--- src/rtl/delay_line_ctrl.sv ---
// Delay-line sequencer: accepts one sample per strobe, fetches the sample written D
// strobes earlier, writes input plus scaled feedback into the circular RAM buffer.
module delay_line_ctrl #(
    parameter int ADDRESS_WIDTH = 16,
    parameter int DATA_WIDTH    = 16
) (
    input  logic                     clk,
    input  logic                     rst_n,
    input  logic                     in_valid,
    input  logic [DATA_WIDTH-1:0]    in_sample,
    input  logic [ADDRESS_WIDTH-1:0] delay_len,
    input  logic [7:0]               fb_gain,
    output logic                     ram_wr_en,
    output logic [ADDRESS_WIDTH-1:0] ram_wr_addr,
    output logic [DATA_WIDTH-1:0]    ram_din,
    output logic                     ram_rd_en,
    output logic [ADDRESS_WIDTH-1:0] ram_rd_addr,
    input  logic [DATA_WIDTH-1:0]    ram_dout,
    output logic                     out_valid,
    output logic [DATA_WIDTH-1:0]    out_sample,
    output logic                     busy,
    output logic                     overrun
);
    localparam int AW = ADDRESS_WIDTH;
    localparam int DW = DATA_WIDTH;
    localparam int PW = DW + 9;

    typedef enum logic [1:0] {IDLE, READ, CALC, OUT} state_t;

    state_t        state_q, state_d;
    logic [AW-1:0] wr_ptr_q, wr_ptr_d;
    logic [AW-1:0] fill_cnt_q, fill_cnt_d;
    logic [AW-1:0] dly_q, dly_d;
    logic [DW-1:0] sample_q, sample_d;
    logic [7:0]    gain_q, gain_d;

    logic          ram_wr_en_q, ram_wr_en_d;
    logic [AW-1:0] ram_wr_addr_q, ram_wr_addr_d;
    logic [DW-1:0] ram_din_q, ram_din_d;
    logic          ram_rd_en_q, ram_rd_en_d;
    logic [AW-1:0] ram_rd_addr_q, ram_rd_addr_d;
    logic          out_valid_q, out_valid_d;
    logic [DW-1:0] out_sample_q, out_sample_d;
    logic          busy_q, busy_d;
    logic          overrun_q, overrun_d;

    logic signed [DW-1:0] delayed;
    logic signed [PW-1:0] product;
    logic signed [PW-1:0] fb_full;
    logic signed [DW:0]   fb;
    logic signed [DW:0]   sum;
    logic [DW-1:0]        sum_sat;

    // Feedback datapath; only meaningful in CALC, when ram_dout holds the delayed tap.
    always_comb begin
        delayed = (fill_cnt_q >= dly_q) ? $signed(ram_dout) : '0;
        product = PW'(delayed) * PW'($signed({1'b0, gain_q}));
        fb_full = product >>> 8;
        fb      = fb_full[DW:0];
        sum     = {sample_q[DW-1], sample_q} + fb;
        if (sum[DW] != sum[DW-1]) begin
            sum_sat = sum[DW] ? {1'b1, {(DW-1){1'b0}}} : {1'b0, {(DW-1){1'b1}}};
        end else begin
            sum_sat = sum[DW-1:0];
        end
    end

    always_comb begin
        // NOTE: every signal gets a default here so no path leaves it unassigned (no latch).
        state_d       = state_q;
        wr_ptr_d      = wr_ptr_q;
        fill_cnt_d    = fill_cnt_q;
        dly_d         = dly_q;
        sample_d      = sample_q;
        gain_d        = gain_q;
        ram_wr_en_d   = 1'b0;
        ram_wr_addr_d = ram_wr_addr_q;
        ram_din_d     = ram_din_q;
        ram_rd_en_d   = 1'b0;
        ram_rd_addr_d = ram_rd_addr_q;
        out_valid_d   = 1'b0;
        out_sample_d  = out_sample_q;
        overrun_d     = overrun_q | (in_valid && (state_q != IDLE));

        case (state_q)
            IDLE: begin
                if (in_valid) begin
                    sample_d      = in_sample;
                    gain_d        = fb_gain;
                    dly_d         = (delay_len == '0) ? AW'(1) : delay_len;
                    ram_rd_en_d   = 1'b1;
                    ram_rd_addr_d = wr_ptr_q - dly_d;
                    state_d       = READ;
                end
            end
            READ: begin
                ram_wr_en_d   = 1'b1;
                ram_wr_addr_d = wr_ptr_q;
                state_d       = CALC;
            end
            CALC: begin
                ram_din_d    = sum_sat;
                out_valid_d  = 1'b1;
                out_sample_d = delayed;
                state_d      = OUT;
            end
            OUT: begin
                wr_ptr_d   = wr_ptr_q + 1'b1;
                fill_cnt_d = (fill_cnt_q == '1) ? fill_cnt_q : fill_cnt_q + 1'b1;
                state_d    = IDLE;
            end
            default: state_d = IDLE;
        endcase

        busy_d = (state_d != IDLE);
    end

    always_ff @(posedge clk or negedge rst_n) begin
        if (!rst_n) begin
            state_q       <= IDLE;
            wr_ptr_q      <= '0;
            fill_cnt_q    <= '0;
            dly_q         <= '0;
            sample_q      <= '0;
            gain_q        <= '0;
            ram_wr_en_q   <= 1'b0;
            ram_wr_addr_q <= '0;
            ram_din_q     <= '0;
            ram_rd_en_q   <= 1'b0;
            ram_rd_addr_q <= '0;
            out_valid_q   <= 1'b0;
            out_sample_q  <= '0;
            busy_q        <= 1'b0;
            overrun_q     <= 1'b0;
        end else begin
            // NOTE: non-blocking so every flop samples pre-edge values regardless of order.
            state_q       <= state_d;
            wr_ptr_q      <= wr_ptr_d;
            fill_cnt_q    <= fill_cnt_d;
            dly_q         <= dly_d;
            sample_q      <= sample_d;
            gain_q        <= gain_d;
            ram_wr_en_q   <= ram_wr_en_d;
            ram_wr_addr_q <= ram_wr_addr_d;
            ram_din_q     <= ram_din_d;
            ram_rd_en_q   <= ram_rd_en_d;
            ram_rd_addr_q <= ram_rd_addr_d;
            out_valid_q   <= out_valid_d;
            out_sample_q  <= out_sample_d;
            busy_q        <= busy_d;
            overrun_q     <= overrun_d;
        end
    end

    // Write data depends on ram_dout of the same cycle, so it bypasses the register in CALC.
    assign ram_din     = (state_q == CALC) ? sum_sat : ram_din_q;
    assign ram_wr_en   = ram_wr_en_q;
    assign ram_wr_addr = ram_wr_addr_q;
    assign ram_rd_en   = ram_rd_en_q;
    assign ram_rd_addr = ram_rd_addr_q;
    assign out_valid   = out_valid_q;
    assign out_sample  = out_sample_q;
    assign busy        = busy_q;
    assign overrun     = overrun_q;

endmodule

--- config.mk ---
export PLATFORM = sky130hd
export DESIGN_NAME = delay_line_ctrl
export DESIGN_NICKNAME = d
export VERILOG_FILES = /design/src/rtl/delay_line_ctrl.sv
export SDC_FILE = /design/constraint.sdc
export NUM_CORES = 1
export LEC_CHECK = 0
export BUFFER_PORTS_ARGS = -buffer_cell sky130_fd_sc_hd__buf_2
export CORE_MARGIN = 2
export CORE_UTILIZATION = 35
export CTS_CLUSTER_DIAMETER = 80
export CTS_CLUSTER_SIZE = 16
export DETAILED_ROUTE_END_ITERATION = 10
export GPL_TIMING_DRIVEN = 1
export PLACE_DENSITY_LB_ADDON = 0.15
export SLEW_MARGIN = 20
export SYNTH_ARGS = -nofsm -noshare
export SYNTH_HDL_FRONTEND = slang
export SYNTH_SLANG_ARGS = --single-unit
export TNS_END_PERCENT = 100
--- constraint.sdc ---
create_clock -name clk -period 8.75 [get_ports clk]
set_clock_uncertainty 0.2 [all_clocks]
set_input_delay 0.875 -clock clk [delete_from_list [all_inputs] [get_ports clk]]
set_output_delay 0.875 -clock clk [all_outputs]
set_load 0.01 [all_outputs]
==> metrics, run 1 <==
status complete, but fails checks; failing checks negative setup slack; number of buffers created by CTS 17; drt first-iter violations 379; Layout area overhead 27.87%; GRT Util Overall 0.1891; Syn. warnings 0; Critical Path Source Type register; Post-synth EDFFs 0; Vias/cell between 4 and 5; Lkg Pwr approximately 8.3 nW; net switching share of the total power 0.3869; clock power share 0.227; critical path required time between 7 and 8 ns; ys async rst share 1.000; total core area between 0.03 and 0.04 mm^2; via count about 9.4k; final setup TNS -19.43 ns; MaxCap Viol Count 0; num rows 67; Worst slew margin 0.4464; Routed Antenna Nets 0; placer congestion estimate between 0.8 and 0.9; Crit Path Class reg2out; I/O pin count 128; synthesized area 0.01197 mm^2; crit path max fanout 11; CTS tree done; clock tree buffer depth 2; area leader, netlist dfrtp_1; fraction of layout cells with a size suffix above 1 0.3118; clk slew on worst S/H paths roughly 0.060 ns; ys flop type dfrtp_1; Area contributors post-synth dfrtp_1, fa_1, ha_1; Worst path most repeated cell fa_1; sequential area share after synthesis 0.2989; Clock H-tree levels 4; Worst Hold Class in2async; fmax just under 100 MHz; Sw Pwr between 1 and 1.5 mW; drt first pass iters 5; sequential fraction of design power 0.326; die area 0.03571 mm^2; Crit-path slowest cell fa_1; worst-skew pair later-pin latency between 0.4 and 0.5 ns; worst path arrival time 8.98 ns; Top Family by Delay on Critical Path adder cells; Chip Width around 190 um; # clock sinks 143; Power Dens Cells 216.3 mW/mm^2; Max IR drop VDD between 0.15 and 0.2 mV; Tmin final 10.05 ns; Starting Density 0.3562; synth unique cells 64; met3 GRT Util 0.03726; Worst-Margin Slew about 0.82 ns; most frequent cells in the layout inv_1, buf_4, dfrtp_1, buf_2, nand2_1; hold_buf cts 0; Syn Area/Cell between 9 and 10 um^2; cells after synthesis around 1.2k; Worst path depth 34; Comb pwr share 0.447; post-route setup slack -1.301 ns; Crit. End Element output port; CTS root buffer clkbuf_16; Final nets around 1.8k; Syn Nets approximately 1.5k; initial antenna violation count 1; Wirelength per Cell 16.36 um; setup violators final 16; most common cell after layout, fill and taps aside inv_1; Placement Setup Slack -0.8826 ns; Die Y 189.0 um; DRC 0; final wirelength approximately 32000 um; final slew viol count 0; vias in the first global route 9921; grt peak-use layer met2; largest net degree at the start of global routing 58; Detailed Place HPWL approximately 25000 um; GR Util met2 0.3305; number of I/O port buffers between 100 and 150; M1 GR Usage 0.2387; post-synthesis sequential element count 143; Critical path buffers and inverters 6; Hold Violations, Final 0; post-synth top area share 0.2989; gr ovfl total 0; crit share post-route 1.149; RSZ-0062 raised after global routing yes; Pint around 2.0 mW; first-pass GRT wire length 52390 um; R2R depth 35; delay of the slowest critical-path stage 0.55 ns
metal layers:
metal | routed length, um | share of wire
met5 | 0 | 0
met1 | 14160 | 0.44
met3 | 1328 | 0.041
met2 | 16100 | 0.50
met4 | 533 | 0.017
synthesized netlist by cell type, types with 17 or more instances:
master and instances:
inv_1 206, dfrtp_1 143, nand2_1 124, fa_1 103, ha_1 101, and3_1 80, mux2_2 56, xnor2_1 49
o21ai_0 42, nor2_1 39, clkbuf_1 32, a21oi_1 30, nand3_1 24, nor3_1 17, xor2_1 17
cells by family after synthesis:
logic type | Yosys count | synth area share
compound gates | 159 | 0.08924
xor+xnor | 68 | 0.05162
fa+ha+maj | 211 | 0.2843
buf+inv | 245 | 0.07691
flops | 143 | 0.2989
mux | 63 | 0.06061
simple gates | 334 | 0.1385
sequential cells by signal (all words and copies together) (netlist names), 2 cells and up:
name and flops:
dly_q 16, fill_cnt_q 16, gain_q 8, out_sample 16, ram_din_q 16, ram_rd_addr 16, ram_wr_addr 16, sample_q 16
state_q 2, wr_ptr_q 16
layout make-up:
cell class	count	area (um^2)
fillers	3313	18310
multi-input cells	836	7843
flip-flops and latches	143	3578
repair buffers	297	1959
inverters	206	773.2
well taps	448	560.5
clock buffers	19	442.9
clock inverters	13	151.4
diodes	1	2.502
repair_timing:
action,in CTS,in global routing
pin swaps,2,26
gates resized for setup,12,43
setup buffers,0,5
endpoints found under the setup margin,25,31
gates cloned,1,1
power groups by stage:
stage | registers (mW) | logic [mW] | clock network (mW)
2_1_floorplan | 1.02 | 0.878 | 0
3_3_place_gp | 1.09 | 1.41 | 0
3_5_place_dp | 1.09 | 1.43 | 0
4_1_cts | 1.08 | 1.46 | 0.778
5_1_grt | 1.11 | 1.64 | 0.804
6_report | 1.08 | 1.48 | 0.753
path summary, 6_finish.rpt:
check	from	endpoint	slack, ns
setup / recovery	fill_cnt_q[0]	ram_din[8]	-1.30
hold reg to reg	overrun	overrun	0.25
min in group clk	overrun	overrun	0.25
max in group asynchronous	rst_n	ram_din_q[14]	6.49
setup reg to reg	fill_cnt_q[0]	ram_din_q[10]	0.01
hold / removal	rst_n	out_sample[12]	0.16
stage by stage:
stage               area (um^2)  std cells  total power, mW  utilization  hold WS (ns)
CTS                       15080       1956            3.322       0.4486        0.1847
global route              15310       1963            3.552       0.4555        0.2060
detailed placement        14400       1923            2.521       0.4285        0.2397
global placement          14400       1923            2.503       0.4285        0.2376
finish                    15310       1963            3.311       0.4555        0.1646
floorplan                 12130       1223            1.893            -        0.2498
(Power assumes the default switching activity.)
==> run 2, diff against run 1 <==
Settings changed: CORE_MARGIN 2 to unset.
==> metrics, run 2 (same netlist as run 1, synthesis figures left out) <==
status complete, but fails checks; failing checks negative setup slack; I/O pin count 128 (unchanged); Crit Path Class reg2out; Crit-path slowest cell fa_1; Worst Hold Class in2async; Max IR drop VDD 0.2289 mV (+45%); crit path max fanout 14 (+3); GRT Util Overall 0.1961 (+0.007000); total core area 0.03362 mm^2 (unchanged); CTS root buffer clkbuf_16; register-to-register setup slack -0.10 ns (-0.11 ns); most common cell after layout, fill and taps aside inv_1; number of I/O port buffers 127 (unchanged); critical path required time 7.68 ns (about the same); Worst path most repeated cell fa_1; Vias/cell 4.791 (+0.16%); drt first pass iters 4 (-1); Layout area overhead 31.14%; placed cell areas 0.01441 mm^2 (about the same); worst path arrival time 8.97 ns (about the same); drt first-iter violations 359 (-5.3%); first-pass GRT wire length 53600 um (+2.3%); Lkg Pwr 8.385 nW (+1.3%); delay of the slowest critical-path stage 0.52 ns (-0.03 ns); clk slew on worst S/H paths 0.07 ns (about the same); post-route setup slack -1.294 ns (+0.007250 ns); MaxCap Viol Count 0 (unchanged); DRC 0 (unchanged); Power Dens Cells 216.7 mW/mm^2 (+0.19%); setup violators final 19 (+3); Starting Density 0.3562 (unchanged); Tot Pwr 3.403 mW (+2.8%); fmax 99.57 MHz (about the same); # clock sinks 143 (unchanged); Clock H-tree levels 4 (unchanged); Routed Antenna Nets 0 (unchanged); number of buffers created by CTS 17 (unchanged); most frequent cells in the layout inv_1, buf_4, dfrtp_1, nand2_1, buf_2; final slew viol count 0 (unchanged); placer congestion estimate 0.8845 (+5.9%); largest net degree at the start of global routing 75 (+29%); Final nets 1784 (+1.1%); CTS tree done; Tmin final 10.04 ns (-0.007250 ns); RSZ-0062 raised after global routing yes; R2R depth 35 (unchanged); Worst-Margin Slew 0.9395 ns (+0.1149 ns); Detailed Place HPWL 24920 um (-0.51%); Hold Violations, Final 0 (unchanged); final wirelength 32370 um (+0.78%); Crit. End Element output port; Worst slew margin 0.3737 (-0.07268); via count 9495 (+1.1%); Wirelength per Cell 16.33 um (-0.18%); crit share post-route 1.148 (about the same); worst-skew pair later-pin latency 0.44 ns (about the same); gr ovfl total 0 (unchanged); vias in the first global route 10.19k (+2.7%); Die Y 187.0 um (-1.1%); initial antenna violation count 0 (-1); clock tree buffer depth 2 (unchanged); Reg-to-Reg Start fill_cnt_q[0]; diodes inserted 0 (-1); Chip Width 187.0 um (-1.1%); num rows 67 (unchanged); die area 0.03496 mm^2 (-2.1%); Finished Cell Area 0.01570 mm^2 (+2.6%); Worst R2R End ram_din_q[7]; Critical Path Source Type register; fraction of layout cells with a size suffix above 1 0.3331 (+0.02136)
==> run 2: cell count changes in the layout (fill, tap and decap cells not counted), sizes merged <==
cell      previous run  this run
buf                296       315
bufbuf               0         1
bufinv               2         1
clkbuf              20        21
clkinv               4         1
clkinvlp             3         5
diode                1         0
inv                210       211
==> run 2: area by class of cell <==
cell class / count / area (um^2)
Clock buffer: 20 / 466.7
Multi-Input combinational cell: 836 / 7965
Sequential cell: 143 / 3578
Inverter: 206 / 773.2
Clock inverter: 12 / 122.6
Timing Repair Buffer: 317 / 2236
Fill cell: 3291 / 17910
Tap cell: 448 / 560.5
==> run 2: metal layers <==
metal,track usage,wire [um],vias to the layer above,share of wire
met1,0.2424,14310,4698,0.44
met2,0.3518,16550,127,0.51
li1,-,-,4638,-
met5,0,0,-,0
met3,0.02795,814,32,0.025
met4,0.05990,689,0,0.021
==> run 2: worst max-delay path: cells and delay by family, from the launching register on <==
family,cells,cell delay (ns)
DFF,1,0.39
xor gates and xnor gates,1,0.40
muxes,1,0.27
buffers and inverters,7,0.78
adders and majority gates,8,3.01
AOI/OAI and AO/OA,14,2.67
and+or+nand+nor,4,0.98
==> run 2: how the worst max path moves through the flow <==
stage,startpoint,end,slack (ns),cells past startpoint
global route,fill_cnt_q[0],ram_din[7],-1.64,38
floorplan,fill_cnt_q[6],ram_din[11],-0.24,32
global placement,fill_cnt_q[10],ram_din[11],-0.80,34
detailed placement,fill_cnt_q[10],ram_din[5],-0.94,34
finish,fill_cnt_q[0],ram_din[7],-1.29,35
CTS,fill_cnt_q[0],ram_din[5],-1.29,37
==> run 2: repair_timing <==
| action | in CTS | in global routing |
|---|---|---|
| gates resized for setup | 41 | 49 |
| buffers inserted | 12 | 11 |
| pin swaps | 18 | 36 |
| gates cloned | 4 | 1 |
| hold buffers | 0 | 0 |
| endpoints found under the setup margin | 27 | 32 |
==> run 2: per-stage QoR <==
| stage | setup WS (ns) | setup TNS [ns] | utilization | instances | hold WS, ns |
|---|---|---|---|---|---|
| 6_report | -1.294 | -19.88 | 0.4671 | 1982 | 0.2357 |
| 2_1_floorplan | -0.2430 | -3.345 | - | 1223 | 0.2498 |
| 3_3_place_gp | -0.8046 | -11.90 | 0.4286 | 1922 | 0.2485 |
| 4_1_cts | -1.290 | -19.90 | 0.4574 | 1970 | 0.2612 |
| 5_1_grt | -1.644 | -29.57 | 0.4671 | 1982 | 0.2776 |
| 3_5_place_dp | -0.9417 | -14.18 | 0.4286 | 1922 | 0.2474 |
==> run 2: report_power, final <==
part | internal [mW] | switching, mW
clock network | 0.419 | 0.317
registers | 0.876 | 0.199
logic | 0.806 | 0.785
total | 2.10 | 1.30
